--- src/rtl/dmem_arbiter.sv ---
// Two-port arbiter in front of the single-port data memory: the CPU has fixed priority,
// debug has a starvation guard, and only one access is in flight at a time.
module dmem_arbiter #(
  parameter int NB_ADDR      = 32,
  parameter int NB_WORD      = 32,
  parameter int RD_LATENCY   = 2,
  parameter int STARVE_LIMIT = 4
) (
  input  logic               i_clock,
  input  logic               i_reset,
  input  logic               i_cpu_req,
  input  logic               i_cpu_wr,
  input  logic [NB_ADDR-1:0] i_cpu_addr,
  input  logic [NB_WORD-1:0] i_cpu_wdata,
  output logic               o_cpu_gnt,
  output logic               o_cpu_rvalid,
  output logic [NB_WORD-1:0] o_cpu_rdata,
  input  logic               i_dbg_req,
  input  logic               i_dbg_wr,
  input  logic [NB_ADDR-1:0] i_dbg_addr,
  input  logic [NB_WORD-1:0] i_dbg_wdata,
  output logic               o_dbg_gnt,
  output logic               o_dbg_rvalid,
  output logic [NB_WORD-1:0] o_dbg_rdata,
  output logic               o_mem_en,
  output logic               o_mem_wr,
  output logic [NB_ADDR-1:0] o_mem_addr,
  output logic [NB_WORD-1:0] o_mem_wdata,
  input  logic [NB_WORD-1:0] i_mem_rdata,
  output logic               o_busy,
  output logic [1:0]         o_state
);

  // Handshake: a requester holds req (and its wr/addr/wdata) until a one-cycle gnt;
  // gnt fires only in IDLE, and the command is latched on that same clock edge.

  localparam int SC_W = (STARVE_LIMIT > 0) ? $clog2(STARVE_LIMIT + 1) : 1;
  localparam int WC_W = $clog2(RD_LATENCY + 1);

  typedef enum logic [1:0] {IDLE, ISSUE, WAIT, RESP} state_t;

  state_t            state, state_nx;
  logic              owner;      // 0 = CPU, 1 = debug
  logic              lat_wr;
  logic [SC_W-1:0]   starve_cnt;
  logic [WC_W-1:0]   wait_cnt;
  logic              starve_hit;
  logic              sel_wr;
  logic [NB_ADDR-1:0] sel_addr;
  logic [NB_WORD-1:0] sel_wdata;

  assign starve_hit = (STARVE_LIMIT != 0) && (starve_cnt == SC_W'(STARVE_LIMIT));

  always_comb begin
    state_nx  = state;
    o_cpu_gnt = 1'b0;
    o_dbg_gnt = 1'b0;
    case (state)
      IDLE: begin
        if (i_dbg_req && (!i_cpu_req || starve_hit)) begin
          o_dbg_gnt = 1'b1;
          state_nx  = ISSUE;
        end else if (i_cpu_req) begin
          o_cpu_gnt = 1'b1;
          state_nx  = ISSUE;
        end
      end
      ISSUE:   state_nx = lat_wr ? IDLE : WAIT;
      WAIT:    if (wait_cnt == WC_W'(1)) state_nx = RESP;
      RESP:    state_nx = IDLE;
      default: state_nx = IDLE;
    endcase
  end

  always_comb begin
    sel_wr    = o_dbg_gnt ? i_dbg_wr    : i_cpu_wr;
    sel_addr  = o_dbg_gnt ? i_dbg_addr  : i_cpu_addr;
    sel_wdata = o_dbg_gnt ? i_dbg_wdata : i_cpu_wdata;
  end

  assign o_busy       = (state != IDLE);
  assign o_cpu_rvalid = (state == RESP) && !owner;
  assign o_dbg_rvalid = (state == RESP) && owner;
  assign o_state      = state;

  always_ff @(posedge i_clock) begin
    if (i_reset) begin
      state       <= IDLE;
      owner       <= 1'b0;
      lat_wr      <= 1'b0;
      starve_cnt  <= '0;
      wait_cnt    <= '0;
      o_mem_en    <= 1'b0;
      o_mem_wr    <= 1'b0;
      o_mem_addr  <= '0;
      o_mem_wdata <= '0;
      o_cpu_rdata <= '0;
      o_dbg_rdata <= '0;
    end else begin
      state       <= state_nx;
      // Memory strobe is registered so it is high exactly in ISSUE and zero elsewhere.
      o_mem_en    <= 1'b0;
      o_mem_wr    <= 1'b0;
      o_mem_addr  <= '0;
      o_mem_wdata <= '0;
      if (o_cpu_gnt || o_dbg_gnt) begin
        owner       <= o_dbg_gnt;
        lat_wr      <= sel_wr;
        o_mem_en    <= 1'b1;
        o_mem_wr    <= sel_wr;
        o_mem_addr  <= sel_addr;
        o_mem_wdata <= sel_wdata;
      end

      if (o_dbg_gnt) begin
        starve_cnt <= '0;
      end else if (o_cpu_gnt && i_dbg_req) begin
        if (starve_cnt != SC_W'(STARVE_LIMIT)) starve_cnt <= starve_cnt + SC_W'(1);
      end else if (state == IDLE && !i_dbg_req) begin
        starve_cnt <= '0;
      end

      if (state == ISSUE && !lat_wr) wait_cnt <= WC_W'(RD_LATENCY);
      if (state == WAIT) begin
        wait_cnt <= wait_cnt - WC_W'(1);
        if (wait_cnt == WC_W'(1)) begin
          if (owner) o_dbg_rdata <= i_mem_rdata;
          else       o_cpu_rdata <= i_mem_rdata;
        end
      end
    end
  end

endmodule

--- config.mk ---
export PLATFORM = sky130hd
export DESIGN_NAME = dmem_arbiter
export DESIGN_NICKNAME = d
export VERILOG_FILES = /design/src/rtl/dmem_arbiter.sv
export SDC_FILE = /design/constraint.sdc
export NUM_CORES = 1
export LEC_CHECK = 0
export ABC_AREA = 1
export CAP_MARGIN = 25
export CORE_AREA = 2 2 117 119
export CTS_CLUSTER_DIAMETER = 120
export DETAILED_ROUTE_END_ITERATION = 6
export DIE_AREA = 0 0 119 121
export DONT_BUFFER_PORTS = 1
export GPL_ROUTABILITY_DRIVEN = 1
export SKIP_CTS_REPAIR_TIMING = 1
export SYNTH_ARGS = -nofsm -noshare
export SYNTH_HDL_FRONTEND = slang
export SYNTH_SLANG_ARGS = --single-unit
--- constraint.sdc ---
create_clock -name i_clock -period 1.7 [get_ports i_clock]
set_input_delay 0.17 -clock i_clock [delete_from_list [all_inputs] [get_ports i_clock]]
set_output_delay 0.17 -clock i_clock [all_outputs]
set_load 0.005 [all_outputs]
==> metrics.csv <==
stage;metric;value;unit
final_layout;synthToLayoutAreaGrowth;52.18;%
timing;hold_viol;9;
power;p_clk_share;43.1;%
timing;min_period;1626;ps
power;intPower;6.203;mW
final_layout;final_common_cell;dlygate4sd3_1;
setup_path;path_max_fanout;27;
power;p_leak;3.025;nW
final_layout;final_cell_mix;dlygate4sd3_1 (161), nand2_1 (143), dfxtp_1 (138);
routing;drcViolationCount;0;
power;p_seq_share;43.5;%
timing;skew;8.023;ps
timing;fmax;0.6151;GHz
clock_tree;root_buffer;clkbuf_16;
synth;syn-instance-count;631;
floorplanning;die_h;121;um
routing;viasPerCell;5.223;
routing;dr.pass1.iters;6;
final_layout;n_antenna_cell;0;
status;status;finished with violations;
synth;synth_seq_area_share;56.03;%
placed_design;place_hpwl;10150;um
grt;grt_start_max_net_pins;68;
grt;antenna_found_initial;0;
grt;grt.total_usage;18.09;%
power;pwr-share-comb;13.4;%
routing;routedWlPerCell;18.37;um
final_layout;nets;966;
grt;grt_pass1_vias;3873;
clock_tree;cts_tree;done;
timing;hold_ws;-40.94;ps
power;p_sw;2.064;mW
grt;grt_overflow_total;0;
final_layout;fin_util;57.75;%
grt;grt_pass1_wl;20150;um
setup_path;worstPathRequired;2030;ps
routing;postRouteAntennaNets;0;
clock_tree;clkTransAtPathRegs;60;ps
floorplanning;core_area;0.01309;mm^2
timing;setup_tns;0;ps
routing;vias;5150;
clock_tree;clock_path_buffers;2;
placed_design;gp_congestion;0.7977;
floorplanning;die_w;119;um
setup_path;start_kind;register;
timing;fin_ws;74.15;ps
clock_tree;insertion_delay;410;ps
timing;maxSlewViolCount;0;
synth;ys_warn_count;0;
setup_path;arrival;1950;ps
synth;synth_cell_type_count;22;
final_layout;drive_gt1_share;9.259;%
timing;fin_crit_sh;95.64;%
synth;netlist_area;0.004966;mm^2
power;peakVddDrop;0.0006540;V
timing;setup_viol;0;
floorplanning;rows;42;
final_layout;fill_cells;1040;
clock_tree;cts_buffers;17;
clock_tree;h-tree-depth;4;
power;power_density;1094;mW/mm^2
placed_design;port_buffers;0;
min_path;worstHoldPathType;input port to register;
synth;mappedNetlistNets;800;
floorplanning;die_area;0.01440;mm^2
setup_path;crit_type;register to register;
synth;yosys_register_bits;139;
job;cap_viol_max_count;0;
synth;syn_avg_cell_area;7.870;um^2
timing;slew-limit-headroom;64.11;%
floorplanning;ios;303;
power;switching_share;24.97;%
floorplanning;start_util;37.95;%
routing;drt_iter0_drc;418;
routing;finalWirelength;18120;um
placed_design;dp_slack;56.22;ps
setup_path;end_kind;register;
status;violations;hold timing;
clock_tree;cts.sinks;139;
timing;worst_slew_pin_slew;538.3;ps
==> critical path, cell delays in order (launching register included) <==
cell       delay [ps]
dfxtp_2           330
inv_2              80
ha_4              130
nand2_2            70
nand2_4           100
nand3_4           110
inv_6              80
buf_4             140
clkbuf_16         210
nand2_1           100
a21oi_1           180
==> Yosys cell counts (all sizes together) <==
library cell  instances  area [um^2]
a21oi               100        500.5
o21ai                65        325.3
clkbuf               18        67.56
nand3                 8        55.05
or2                   1        6.260
nor2                 73        291.5
nand4                 1        6.260
dfxtp               139         2783
inv                  49        183.9
o211ai                1        7.510
buf                  21        122.6
nor3                  3        15.01
nand2               147        551.8
o22ai                 1        6.260
and2                  1        6.260
ha                    3        37.54
==> worst paths after layout <==
kind / start / endpoint / slack [ps] / depth (start not counted)
setup / recovery: starve_cnt[0]$_SDFFE_PP0P_ / o_mem_addr[14]$_SDFF_PP0_ / 70 / 10
setup reg to reg: starve_cnt[0]$_SDFFE_PP0P_ / o_mem_addr[14]$_SDFF_PP0_ / 70 / 10
hold reg to reg: o_dbg_rdata[14]$_SDFFE_PP0P_ / o_dbg_rdata[14]$_SDFFE_PP0P_ / 470 / 2
hold / removal: i_mem_rdata[22] / o_cpu_rdata[22]$_SDFFE_PP0P_ / -40 / 2
==> stage by stage <==
step	cell area, um^2	power [mW]	instances
global placement	5199	4.275	785
CTS	5784	7.891	817
global route	7557	8.579	986
floorplan	4966	4.079	631
detailed placement	5199	4.304	785
finish	7557	8.268	986
==> state kept, by name (all words and copies together), names as in the netlist, named ones only <==
name and flops:
lat_wr 1, o_cpu_rdata 32, o_mem_wdata 32, starve_cnt 3, o_dbg_rdata 32, o_mem_en 1
o_mem_addr 32, wait_cnt 2, o_mem_wr 1, owner 1, o_state 1
==> area by class of cell <==
class | count | area (um^2) | share of cell area [%]
multi-input combinational | 404 | 1852 | 24.50
timing repair buffer | 186 | 1927 | 25.50
clock buffer | 24 | 501.7 | 6.639
sequential | 139 | 2784 | 36.84
tap | 176 | 220.2 | 2.914
inverter | 49 | 188.9 | 2.500
clock inverter | 8 | 83.83 | 1.109
==> power groups by stage <==
stage                     clock network [mW]  logic, mW  registers (mW)
after floorplan                            0      0.477            3.60
after global placement                     0      0.616            3.66
after detailed placement                   0      0.642            3.66
after CTS                               3.65      0.645            3.59
after global routing                    3.77       1.20            3.61
final                                   3.56       1.11            3.60
==> metal layers <==
metal	global-route usage (%)	routed length (um)
met1	19.09	6370
met2	32.04	8976
met3	6.626	1955
met4	8.482	814
met5	0	0
==> logic make-up after synthesis <==
| kind of cell | after synthesis | synth area share [%] |
|---|---|---|
| compound gates | 167 | 16.91 |
| fa+ha+maj | 3 | 0.7559 |
| buf+inv | 88 | 7.533 |
| flops | 139 | 56.03 |
| simple gates | 234 | 18.77 |
(Power assumes the default switching activity.)
